===== config.mk =====
export PLATFORM = sky130hd
export DESIGN_NAME = lcd_byte_writer
export DESIGN_NICKNAME = d
export VERILOG_FILES = /design/src/rtl/lcd_byte_writer.sv
export SDC_FILE = /design/constraint.sdc
export NUM_CORES = 1
export LEC_CHECK = 0
export ABC_AREA = 0
export BUFFER_PORTS_ARGS = -buffer_cell sky130_fd_sc_hd__buf_4
export CORE_UTILIZATION = 45
export CTS_BUF_LIST = sky130_fd_sc_hd__clkbuf_8
export CTS_CLUSTER_SIZE = 24
export DETAILED_ROUTE_END_ITERATION = 16
export HOLD_SLACK_MARGIN = 0.15
export PLACE_DENSITY = 0.76
export SLEW_MARGIN = 5
export SYNTH_ARGS = -nofsm -noshare
export SYNTH_HDL_FRONTEND = slang
export SYNTH_SLANG_ARGS = --single-unit

===== constraint.sdc =====
create_clock -name Clock -period 3.24 [get_ports Clock]
set_input_delay 0.162 -clock Clock [delete_from_list [all_inputs] [get_ports Clock]]
set_output_delay 0.162 -clock Clock [all_outputs]
set_load 0.05 [all_outputs]

===== src/rtl/lcd_byte_writer.sv =====
// Purpose: writes one byte (or only its upper nibble) to an HD44780-style LCD
//          over the 4-bit bus. Each nibble gets a setup, E pulse and hold window,
//          the two nibbles are separated by a gap, and the byte is followed by a
//          post-write wait (short or long). One request at a time; a request
//          arriving while busy is dropped.
// Ports:
//   Clock, Reset            - system clock, asynchronous active-low reset
//   iData/iRS               - byte and register select, captured at acceptance
//   iNibbleOnly/iLongWait   - send upper nibble only / use the long post-write wait
//   iValid/oReady           - request handshake (accepted when both are 1)
//   oDone                   - one-cycle pulse once the transfer and its wait end
//   oLCD_Enabled            - E pin (registered)
//   oLCD_RegisterSelect     - RS pin
//   oLCD_Data               - DB[7:4]
//   oLCD_ReadWrite          - tied 0 (write only)
//   oLCD_StrataFlashControl - tied 1 (StrataFlash disabled)
module lcd_byte_writer #(
  parameter int unsigned SETUP_CYC      = 2,
  parameter int unsigned ENABLE_CYC     = 12,
  parameter int unsigned HOLD_CYC       = 1,
  parameter int unsigned NIBBLE_GAP_CYC = 50,
  parameter int unsigned BYTE_GAP_CYC   = 2000,
  parameter int unsigned LONG_WAIT_CYC  = 82000
) (
  input  logic       Clock,
  input  logic       Reset,
  input  logic [7:0] iData,
  input  logic       iRS,
  input  logic       iNibbleOnly,
  input  logic       iLongWait,
  input  logic       iValid,
  output logic       oReady,
  output logic       oDone,
  output logic       oLCD_Enabled,
  output logic       oLCD_RegisterSelect,
  output logic       oLCD_StrataFlashControl,
  output logic       oLCD_ReadWrite,
  output logic [3:0] oLCD_Data
);

  localparam int unsigned CNT_W = 17;

  // Counter load values: a state lasting N cycles starts at N-1 and leaves at 0.
  localparam logic [CNT_W-1:0] LD_SETUP  = CNT_W'(SETUP_CYC - 1);
  localparam logic [CNT_W-1:0] LD_ENABLE = CNT_W'(ENABLE_CYC - 1);
  localparam logic [CNT_W-1:0] LD_HOLD   = CNT_W'(HOLD_CYC - 1);
  localparam logic [CNT_W-1:0] LD_GAP    = CNT_W'(NIBBLE_GAP_CYC - 1);
  localparam logic [CNT_W-1:0] LD_BYTE   = CNT_W'(BYTE_GAP_CYC - 1);
  localparam logic [CNT_W-1:0] LD_LONG   = CNT_W'(LONG_WAIT_CYC - 1);

  typedef enum logic [3:0] {
    IDLE,
    SETUP_H,
    PULSE_H,
    HOLD_H,
    GAP,
    SETUP_L,
    PULSE_L,
    HOLD_L,
    WAIT
  } state_t;

  state_t           r_state;
  state_t           w_state_nxt;
  logic [CNT_W-1:0] r_cnt;
  logic [CNT_W-1:0] w_cnt_nxt;
  logic [CNT_W-1:0] w_wait_ld;
  logic             w_cnt_zero;
  logic             w_accept;

  // Request captured at acceptance
  logic [3:0] r_lo;
  logic       r_nib_only;
  logic       r_long;

  // Registered pin / status outputs
  logic       r_e;
  logic       r_rs;
  logic [3:0] r_data;
  logic       r_ready;
  logic       r_done;

  assign w_cnt_zero = (r_cnt == '0);
  assign w_wait_ld  = r_long ? LD_LONG : LD_BYTE;

  // State register
  always_ff @(posedge Clock or negedge Reset) begin
    if (!Reset) begin
      r_state <= IDLE;
      r_cnt   <= '0;
    end else begin
      r_state <= w_state_nxt;
      r_cnt   <= w_cnt_nxt;
    end
  end

  // Next state and timing counter; every timed state leaves when the counter hits 0
  always_comb begin
    w_state_nxt = r_state;
    w_cnt_nxt   = w_cnt_zero ? '0 : r_cnt - CNT_W'(1);
    w_accept    = 1'b0;
    case (r_state)
      IDLE: begin
        if (iValid) begin
          w_accept    = 1'b1;
          w_state_nxt = SETUP_H;
          w_cnt_nxt   = LD_SETUP;
        end
      end
      SETUP_H: begin
        if (w_cnt_zero) begin
          w_state_nxt = PULSE_H;
          w_cnt_nxt   = LD_ENABLE;
        end
      end
      PULSE_H: begin
        if (w_cnt_zero) begin
          w_state_nxt = HOLD_H;
          w_cnt_nxt   = LD_HOLD;
        end
      end
      HOLD_H: begin
        if (w_cnt_zero) begin
          if (r_nib_only) begin
            w_state_nxt = WAIT;
            w_cnt_nxt   = w_wait_ld;
          end else begin
            w_state_nxt = GAP;
            w_cnt_nxt   = LD_GAP;
          end
        end
      end
      GAP: begin
        if (w_cnt_zero) begin
          w_state_nxt = SETUP_L;
          w_cnt_nxt   = LD_SETUP;
        end
      end
      SETUP_L: begin
        if (w_cnt_zero) begin
          w_state_nxt = PULSE_L;
          w_cnt_nxt   = LD_ENABLE;
        end
      end
      PULSE_L: begin
        if (w_cnt_zero) begin
          w_state_nxt = HOLD_L;
          w_cnt_nxt   = LD_HOLD;
        end
      end
      HOLD_L: begin
        if (w_cnt_zero) begin
          w_state_nxt = WAIT;
          w_cnt_nxt   = w_wait_ld;
        end
      end
      WAIT: begin
        if (w_cnt_zero) begin
          w_state_nxt = IDLE;
          w_cnt_nxt   = '0;
        end
      end
      default: begin
        w_state_nxt = IDLE;
        w_cnt_nxt   = '0;
      end
    endcase
  end

  // Outputs are decoded from the next state so they change on the same edge as the state
  always_ff @(posedge Clock or negedge Reset) begin
    if (!Reset) begin
      r_e        <= 1'b0;
      r_rs       <= 1'b0;
      r_data     <= 4'h0;
      r_ready    <= 1'b1;
      r_done     <= 1'b0;
      r_lo       <= 4'h0;
      r_nib_only <= 1'b0;
      r_long     <= 1'b0;
    end else begin
      r_e     <= (w_state_nxt == PULSE_H) || (w_state_nxt == PULSE_L);
      r_ready <= (w_state_nxt == IDLE);
      r_done  <= (r_state == WAIT) && (w_state_nxt == IDLE);
      if (w_accept) begin
        r_data     <= iData[7:4];
        r_rs       <= iRS;
        r_lo       <= iData[3:0];
        r_nib_only <= iNibbleOnly;
        r_long     <= iLongWait;
      end else if ((r_state == GAP) && (w_state_nxt == SETUP_L)) begin
        r_data <= r_lo;
      end
    end
  end

  assign oReady                  = r_ready;
  assign oDone                   = r_done;
  assign oLCD_Enabled            = r_e;
  assign oLCD_RegisterSelect     = r_rs;
  assign oLCD_Data               = r_data;
  assign oLCD_ReadWrite          = 1'b0;
  assign oLCD_StrataFlashControl = 1'b1;

endmodule


==> run summary <==
Fmax achieved: 437.1 MHz
post-route cell area: 0.002197 mm²
most frequent cells in the layout: dfrtp_1, buf_4, nor2_1, a21oi_1, mux2_2
total gr overflow: 0
CTS buffer count: 5
Nets: 222
synthesized instance count: 179
Syn Nets: 194
DIE AREA: 0.004398 mm²
initial DRC count: 65
vias in the first global route: 1341
Synth area leaders: dfrtp_1, mux2_2, nor2_1
Overall Power: 0.8195 mW
number of synthesized flops with an enable pin: 0
min cycle time layout: 2.288 ns
insertion delay to the later sink of the worst-skew pair: 0.29 ns
Max Slew Vio Count: 0
area fraction in compound gates after synthesis: 10.15%
vias: 1385
vias per inst: 5.389
share of cells above drive strength 1: 25.12%
Clk pin slew, worst setup/hold paths: 0.07 ns
TritonRoute pass-1 iters: 4
crit path max fanout: 12
leakage: 0.8921 nW
Worst Tran Pin Value: 0.6245 ns
Post-CTS Setup Inserts: 0
Syn-to-layout area delta: 18.01%
maxcap violations: 0
WL final: 3.594 mm
worst reg2reg startpoint: r_cnt[0]
IO buf count: 21
Tcrit/Tclk final: 70.62%
largest family of logic cells by synthesized area: simple AND/OR/NAND/NOR gates
antenna violations before repair: 0
I/O pin count: 24
RSZ-0062 raised after global routing: no
Hold Slack: 0.2198 ns
largest area contributor in the netlist: dfrtp_1
Synth Warn #: 0
outcome: completed
Syn Area/Cell: 10.40 µm²
final setup vio count: 0
Seq/Total Area, Yosys: 47.11%
Worst Clk Skew: 0.006691 ns
Worst setup startpoint: r_cnt[0]
register bit total from synthesis: 35
Final ANT Viol Nets: 0
count of final hold-check violations: 0
CORE AREA: 0.004000 mm²
Arrival @ worst endpoint: 2.50 ns
adder-cell area share of the yosys netlist: 0.6720%
post-synthesis cell type count: 52
dpl cell area: 0.002029 mm²
clk buf depth: 2
first-pass GRT wire length: 6.051 mm
H-tree depth: 2
GP Congestion: 0.8310
Initial Utilization: 46.54%
Post-synth top flop: dfrtp_1
ys async rst share: 100.0%
Die Ht: 66.32 µm
xor/xnor share of the synthesized area: 6.116%
Synth top area share: 45.70%
Final Core Density: 54.93%
Mapped Area: 0.001862 mm²
Rows: 23
Horiz. Die Dim: 66.32 µm
worst hold path class: primary input to flop
CTS Root Cell: clkbuf_8
Peak VDD IR: 0.0002511 V
setup tns final: 0 ns
# diodes: 0
crit path kind: flop to flop
Crit path required time: 3.45 ns
WL per Instance: 13.98 µm
startpoint of the worst hold path: iData[5]
Post-DP HPWL: 2.512 mm
Critical Path End Type: flop
CTS Sinks: 35
post-synthesis simple-gate area fraction: 22.04%
pwr/cell area: 373.0 mW/mm²
Rel. slew slack: 58.37%
drt drc: 0
multiplexer area fraction after synthesis: 9.677%
largest net degree at the start of global routing: 36
GRT Overall Usage: 18.75%
CTS tree: done
CP startpoint kind: flop
most common cell after layout, fill and taps aside: dfrtp_1
[kinds of logic (layout without fill, tap and decap cells)]
logic type | after synthesis | count (layout)
XOR/XNOR | 13 | 13
flip-flops | 35 | 35
multiplexers | 16 | 16
other | 2 | 2
buffers and inverters | 12 | 40
AO/OA/AOI/OAI | 29 | 29
adder cells (fa/ha/maj) | 1 | 1
AND/OR/NAND/NOR | 71 | 71
[metal layers]
metal	vias up	global-route usage (%)	wire, µm
met2	40	30.48	1712
met5	-	0	0
met1	650	23.33	1650
met4	0	7.979	69
met3	7	5.000	163
li1	688	-	-
[cells in the mapped netlist (4+ instances only)]
master and instances:
nor2b_1 4, o21ai_1 4, xor2_1 5, nand2_1 10, mux2_1 5, a21oi_1 11, nor2_1 20, dfrtp_1 34
mux2_2 11, nor3_1 7, xnor2_1 8
[report_power, final]
group	leakage, nW	internal, mW	total [mW]	switching, mW
Clock	0.0470	0.167	0.315	0.148
Combinational	0.429	0.0262	0.0572	0.0311
Sequential	0.416	0.443	0.447	0.00387
Total	0.892	0.636	0.819	0.183
[layout make-up]
type | count | area, µm²
flip-flops and latches | 35 | 877.1
well taps | 50 | 62.56
clock buffers | 6 | 82.58
clock inverters | 1 | 5.005
repair buffers | 30 | 245.2
inverters | 3 | 11.26
multi-input cells | 132 | 913.4
fillers | 365 | 1803
[critical path: stages (launching register included)]
cell and delay (ns):
dfrtp_1 0.40, inv_1 0.08, ha_1 0.17, nor3b_2 0.34
nand3_2 0.30, nor4_1 0.36, mux2_1 0.37, nor3_1 0.20
[what timing repair did]
action | 4_1_cts | 5_1_grt
hold buffers | 8 | 0
resized for setup | 0 | 0
endpoints found under the hold margin | 41 | 0
[sequential cells by signal (all words and copies together) (netlist names)]
name / flops
oDone: 1
oLCD_Data: 4
oLCD_Enabled: 1
oLCD_RegisterSelect: 1
oReady: 1
r_cnt: 17
r_lo: 4
r_long: 1
r_nib_only: 1
r_state: 4
[stage by stage]
stage	instances	setup WS, ns
after global routing	257	0.7009
after detailed placement	242	0.9467
after CTS	257	0.9345
after floorplan	179	1.134
after global placement	242	1.032
final	257	0.9520
[worst paths after layout]
| path | end | slack (ns) | cells after the start |
|---|---|---|---|
| worst min-delay path | oLCD_Data[1] | 0.22 | 3 |
| worst max register to register | oReady | 0.95 | 7 |
| min in group asynchronous | r_cnt[11] | 0.37 | 2 |
| max in group asynchronous | oReady | 2.53 | 2 |
| worst min register to register | oLCD_Data[1] | 0.50 | 1 |
| worst max-delay path | oReady | 0.95 | 7 |
(Power assumes the default switching activity.)
